===== src/rtl/led_pattern_ctrl.sv =====
// led_pattern_ctrl: synchronised, debounced DIP/push switches select one of four LED modes (direct, blink, chase, count).
// Defining LED_PWM_EN adds a push[1]-stepped duty register that gates the LEDs for 25/50/75/100% brightness.

module led_pattern_ctrl #(
  parameter int pLedWidth       = 8,
  parameter int pSwWidth        = 4,
  parameter int pDebounceCycles = 65536,
  parameter int pTickDiv        = 2500000
) (
  input  logic                 iSysClk,
  input  logic                 iSysRstn,
  input  logic [pSwWidth-1:0]  iUserDipSw,
  input  logic [pSwWidth-1:0]  iUserPushSw,
  output logic [pLedWidth-1:0] oUserLed,
  output logic [1:0]           oMode
);

  typedef enum logic [1:0] {
    DIRECT = 2'd0,
    BLINK  = 2'd1,
    CHASE  = 2'd2,
    COUNT  = 2'd3
  } modeE;

  localparam int cSwTotal = 2 * pSwWidth;
  localparam int cDebW    = (pDebounceCycles > 1) ? $clog2(pDebounceCycles) : 1;
  localparam int cTickW   = (pTickDiv > 1) ? $clog2(pTickDiv) : 1;
  localparam int cCopyW   = (pLedWidth < cSwTotal) ? pLedWidth : cSwTotal;

  localparam logic [cDebW-1:0]     cDebLast   = cDebW'(pDebounceCycles - 1);
  localparam logic [cTickW-1:0]    cTickLast  = cTickW'(pTickDiv - 1);
  localparam logic [pLedWidth-1:0] cChaseSeed = pLedWidth'(1);

  // Switch bus layout: dip in the upper half, push in the lower half.
  logic [cSwTotal-1:0] swRaw;
  logic [cSwTotal-1:0] swMeta;
  logic [cSwTotal-1:0] swSync;
  logic [cSwTotal-1:0] swDeb;

  assign swRaw = {iUserDipSw, iUserPushSw};

  always_ff @(posedge iSysClk or negedge iSysRstn) begin
    if (!iSysRstn) begin
      swMeta <= '0;
      swSync <= '0;
    end else begin
      // NOTE: flops use non-blocking assignments so each stage samples the pre-edge value of the one before it.
      swMeta <= swRaw;
      swSync <= swMeta;
    end
  end

  for (genvar b = 0; b < cSwTotal; b++) begin : gDebounce
    logic [cDebW-1:0] stableCnt;
    logic             debBit;

    always_ff @(posedge iSysClk or negedge iSysRstn) begin
      if (!iSysRstn) begin
        stableCnt <= '0;
        debBit    <= 1'b0;
      end else if (swSync[b] == debBit) begin
        stableCnt <= '0;
      end else if (stableCnt == cDebLast) begin
        stableCnt <= '0;
        debBit    <= swSync[b];
      end else begin
        stableCnt <= stableCnt + 1'b1;
      end
    end

    assign swDeb[b] = debBit;
  end

  logic       modePrev;
  logic       modeEdge;
  logic [1:0] stepSel;

  assign modeEdge = swDeb[0] & ~modePrev;
  assign stepSel  = swDeb[pSwWidth+1:pSwWidth];

  always_ff @(posedge iSysClk or negedge iSysRstn) begin
    if (!iSysRstn) modePrev <= 1'b0;
    else           modePrev <= swDeb[0];
  end

  logic [cTickW-1:0] tickCnt;
  logic [1:0]        stepCnt;
  logic              tick;
  logic              step;

  assign tick = (tickCnt == cTickLast);
  assign step = tick && (stepCnt == stepSel);

  // A step count left above a freshly lowered select wraps to 0 silently on the next tick.
  always_ff @(posedge iSysClk or negedge iSysRstn) begin
    if (!iSysRstn) begin
      tickCnt <= '0;
      stepCnt <= '0;
    end else if (modeEdge) begin
      tickCnt <= '0;
      stepCnt <= '0;
    end else begin
      tickCnt <= tick ? '0 : tickCnt + 1'b1;
      if (tick) stepCnt <= (stepCnt >= stepSel) ? 2'd0 : stepCnt + 2'd1;
    end
  end

  modeE                 modeQ;
  modeE                 modeD;
  logic [pLedWidth-1:0] patQ;
  logic [pLedWidth-1:0] patD;
  logic [pLedWidth-1:0] directView;
  logic [pLedWidth-1:0] displayD;
  logic [pLedWidth-1:0] ledD;
  logic                 ledGate;

  always_ff @(posedge iSysClk or negedge iSysRstn) begin
    if (!iSysRstn) begin
      modeQ <= DIRECT;
      patQ  <= '0;
    end else begin
      modeQ <= modeD;
      patQ  <= patD;
    end
  end

  always_comb begin
    // NOTE: every output of this block gets a default first so no path leaves a value held, which would infer a latch.
    modeD      = modeQ;
    patD       = patQ;
    directView = '0;
    displayD   = patQ;

    if (modeEdge) begin
      unique case (modeQ)
        DIRECT:  modeD = BLINK;
        BLINK:   modeD = CHASE;
        CHASE:   modeD = COUNT;
        COUNT:   modeD = DIRECT;
        default: modeD = DIRECT;
      endcase
    end

    // Mode entry wins over a coincident step.
    if (modeEdge) begin
      patD = (modeD == CHASE) ? cChaseSeed : '0;
    end else if (step) begin
      unique case (modeQ)
        BLINK:   patD = ~patQ;
        CHASE:   patD = {patQ[pLedWidth-2:0], patQ[pLedWidth-1]};
        COUNT:   patD = patQ + 1'b1;
        default: patD = patQ;
      endcase
    end

    for (int i = 0; i < cCopyW; i++) directView[i] = swDeb[i];

    if (modeQ == DIRECT) displayD = directView;
  end

`ifdef LED_PWM_EN
  logic       dutyPrev;
  logic       dutyEdge;
  logic [1:0] dutyQ;
  logic [1:0] pwmCnt;

  assign dutyEdge = swDeb[1] & ~dutyPrev;

  always_ff @(posedge iSysClk or negedge iSysRstn) begin
    if (!iSysRstn) begin
      dutyPrev <= 1'b0;
      dutyQ    <= 2'd3;
      pwmCnt   <= 2'd0;
    end else begin
      dutyPrev <= swDeb[1];
      pwmCnt   <= pwmCnt + 2'd1;
      if (dutyEdge) dutyQ <= dutyQ + 2'd1;
    end
  end

  assign ledGate = (pwmCnt > dutyQ);
`else
  assign ledGate = 1'b0;
`endif

  assign ledD = ledGate ? '0 : displayD;

  always_ff @(posedge iSysClk or negedge iSysRstn) begin
    if (!iSysRstn) oUserLed <= '0;
    else           oUserLed <= ledD;
  end

  assign oMode = modeQ;

endmodule

===== config.mk =====
export PLATFORM = sky130hd
export DESIGN_NAME = led_pattern_ctrl
export DESIGN_NICKNAME = d
export VERILOG_FILES = /design/src/rtl/led_pattern_ctrl.sv
export SDC_FILE = /design/constraint.sdc
export NUM_CORES = 1
export LEC_CHECK = 0
export CAP_MARGIN = 30
export CORE_ASPECT_RATIO = 1.4
export CORE_MARGIN = 1
export CORE_UTILIZATION = 57
export CTS_BUF_LIST = sky130_fd_sc_hd__clkbuf_8
export DETAILED_ROUTE_END_ITERATION = 8
export DONT_BUFFER_PORTS = 1
export PLACE_DENSITY = 0.72
export SLEW_MARGIN = 20
export SYNTH_ARGS = -nofsm -noshare
export SYNTH_HDL_FRONTEND = slang
export SYNTH_SLANG_ARGS = --single-unit

===== constraint.sdc =====
create_clock -name iSysClk -period 5.29 [get_ports iSysClk]
set_input_delay 0.2645 -clock iSysClk [delete_from_list [all_inputs] [get_ports iSysClk]]
set_output_delay 0.2645 -clock iSysClk [all_outputs]
set_load 0.01 [all_outputs]

==> run metrics <==
drt initial violations 335; CTS tree built; total number of vias 5951; row count 53; htree depth 4; hold_sp swMeta[3]$_DFF_PN0_; Final Cell Area 9580 um2; largest net degree at the start of global routing 196; Syn Nets 889; post-synthesis sequential area ratio 55.1%; critical setup path kind flop to flop; RSZ-0062 raised after global routing no; clock buffer depth 2; Final Cycle Share 51.2%; full die area 16000 um2; Syn. warnings 0; Syn Area/Cell 10.3 um2; drt via density 5.52; cts repair resizes 0; Leak 0.00427 uW; Clock transition at path regs 0.10 ns; VDD IR max 0.206 mV; Top FF cell, synth dfrtp_1; Ports 20; skew final 0.0125 ns; Core Area 15100 um2; Avg WL per Cell 14.4 um; Worst setup startpoint tickCnt[0]$_DFF_PN0_; pwr dens 275 nW/um2; Data required, critical path 5.64 ns; share of layout cells above drive strength 1 6.76%; routability cong. 0.818; synth unique cells 43; Post-DP HPWL 10500 um; max_cap viols 0; Critical Path Start Type flop; Pre-Repair DR Iteration Count 5; clock sinks 195; DRT Wirelength 15600 um; Slew Viols, Final 0; CP Data Arrival Time 3.06 ns; Die Height 149 um; final count of negative-setup-slack endpoints 0; final hold violations 0; Diodes inserted 0; Clk network pwr share 38.9%; Residual DRC 0; min Tclk post-route 2.71 ns; all-layer global routing usage 21.4%; worst r2r src tickCnt[0]$_DFF_PN0_; fillers 1200; Worst setup EP type flop; Final ANT Viol Nets 0; fmax 370 MHz; flops & latches, synth 195; sequential power share 58.0%; area grow syn2layout 8.20%; EDFF count, synth 0; switching pwr 569 uW; asr flop ratio synth 100%; number of port buffers 0; clock buffer count from CTS 17; Mapped Cells 863; Area after DPL 9010 um2; initial antenna violation count 0; Slew headroom 38.6%; Sum Neg Setup Slack 0 ns; run status finished, final reports clean; Sw Ratio 21.6%; worst-path fanout max 15; # nets final 901; number of global-route vias before repair 6157; Clock Tree Root clkbuf_8; clk_lat worst skew 0.46 ns; Die Span X 107 um; Synth Cell Area 8850 um2; gr ovfl total 0; initial core utilization 58.5%; Int Pwr 2070 uW; Slew @ Worst Pin 0.920 ns; first-pass GRT wire length 27100 um; Logic pwr share 3.1%; Min Hold Slack 0.356 ns; Hold/Removal Path Class flop to flop
-- placed cells by master, fill, tap and decap left out, drive strengths merged, types with 5 or more instances in the layout --
master | synthesis | final
nor2 | 187 | 187
clkbuf | 17 | 20
xor2 | 70 | 70
mux2 | 15 | 15
inv | 27 | 30
dfrtp | 195 | 195
dlygate4sd3 | 0 | 9
nand2b | 7 | 7
a211oi | 5 | 5
nor3 | 14 | 14
or2 | 8 | 8
and3 | 24 | 24
nand3 | 63 | 63
a21oi | 10 | 10
nand2 | 51 | 51
xnor2 | 66 | 66
and4 | 7 | 7
o21ai | 13 | 13
ha | 16 | 16
nand4 | 29 | 29
nor4 | 8 | 8
-- layout make-up --
cell class	count	area, um2	share of cell area (%)
sequential	195	4880	50.9
tap	192	240	2.51
clock inverter	12	165	1.72
multi-input combinational	622	3790	39.6
inverter	27	101	1.06
clock buffer	19	262	2.73
timing repair buffer	12	138	1.44
-- synthesized netlist by cell type (2+ instances only) --
master    number  area, um2
a211oi_1       4       30.0
a21o_1         3       22.5
a21oi_1       10       50.1
a221oi_1       2       17.5
a32o_1         2       20.0
and3_1        23        144
and4_1         7       61.3
clkbuf_1      17       63.8
dfrtp_1      195       4880
ha_1          16        200
inv_1         27        101
mux2_2        15        169
nand2_1       51        191
nand2b_1       7       43.8
nand3_1       63        315
nand4_1       29        181
nor2_1       186        698
nor2b_1        4       25.0
nor3_1        14       70.1
nor4_1         7       43.8
o211ai_1       2       15.0
o21ai_0       13       65.1
o21bai_1       2       15.0
or2_2          8       50.1
or3_1          3       18.8
or4_1          2       15.0
xnor2_1       66        578
xor2_1        70        613
-- through the flow --
| stage | instances | power [uW] | util, % | setup slack, ns |
|---|---|---|---|---|
| 5_1_grt | 1079 | 2740 | 63.3 | 2.40 |
| 3_3_place_gp | 1036 | 1600 | 59.6 | 2.45 |
| 6_report | 1079 | 2640 | 63.3 | 2.58 |
| 2_1_floorplan | 863 | 1590 | - | 3.04 |
| 4_1_cts | 1077 | 2670 | 63.2 | 2.38 |
| 3_5_place_dp | 1036 | 1610 | 59.6 | 2.40 |
-- worst max-delay path, stage by stage (launching register included) --
cell	delay [ns]
dfrtp_1	0.40
ha_1	0.22
nand4_1	0.22
or4_4	0.62
nor4_4	0.77
o211ai_1	0.19
o211a_1	0.19
-- cell families after synthesis --
kind of cell,count (synthesis),synth area share (%)
multiplexers,16,2.02
adder cells (fa/ha/maj),16,2.26
XOR/XNOR,136,13.5
AND/OR/NAND/NOR,409,21.6
flip-flops,195,55.1
AO/OA/AOI/OAI,45,3.52
buffers and inverters,46,2.04
-- registers in the layout, indices dropped and copies added (netlist names) --
signal               flops
modePrev                 1
stepCnt                  2
patQ                     8
gDebounce.stableCnt    128
gDebounce.debBit         8
swSync                   8
oUserLed                 8
oMode                    2
swMeta                   8
tickCnt                 22
-- path summary, 6_finish.rpt --
kind	end	cells past startpoint	slack [ns]
setup / recovery	patQ[5]$_DFFE_PN0P_	6	2.58
hold / removal	swSync[3]$_DFF_PN0_	0	0.36
setup reg to reg	patQ[5]$_DFFE_PN0P_	6	2.58
hold reg to reg	swSync[3]$_DFF_PN0_	0	0.36
max in group asynchronous	swSync[3]$_DFF_PN0_	2	4.07
min in group asynchronous	gDebounce[6].stableCnt[10]$_DFF_PN0_	2	0.54
-- power groups by stage --
| stage | sequential [uW] | combinational (uW) | clock (uW) |
|---|---|---|---|
| 3_5_place_dp | 1560 | 48.7 | 0 |
| 3_3_place_gp | 1560 | 45.5 | 0 |
| 6_report | 1530 | 82.4 | 1020 |
| 4_1_cts | 1530 | 85.9 | 1050 |
| 5_1_grt | 1530 | 97.2 | 1110 |
| 2_1_floorplan | 1550 | 40.4 | 0 |
-- timing repair --
action | CTS | global route
hold buffers | 10 | 0
setup buffers | 0 | 0
hold endpoints to repair | 203 | 0
-- metal layers --
layer	part of all wire [%]	track usage (%)	vias up
met4	1.7	8.08	0
li1	-	-	2896
met2	53	38.3	60
met3	2.6	4.88	20
met5	0	0	-
met1	43	24.8	2975
Note: power is estimated with default switching activity, not from simulation.
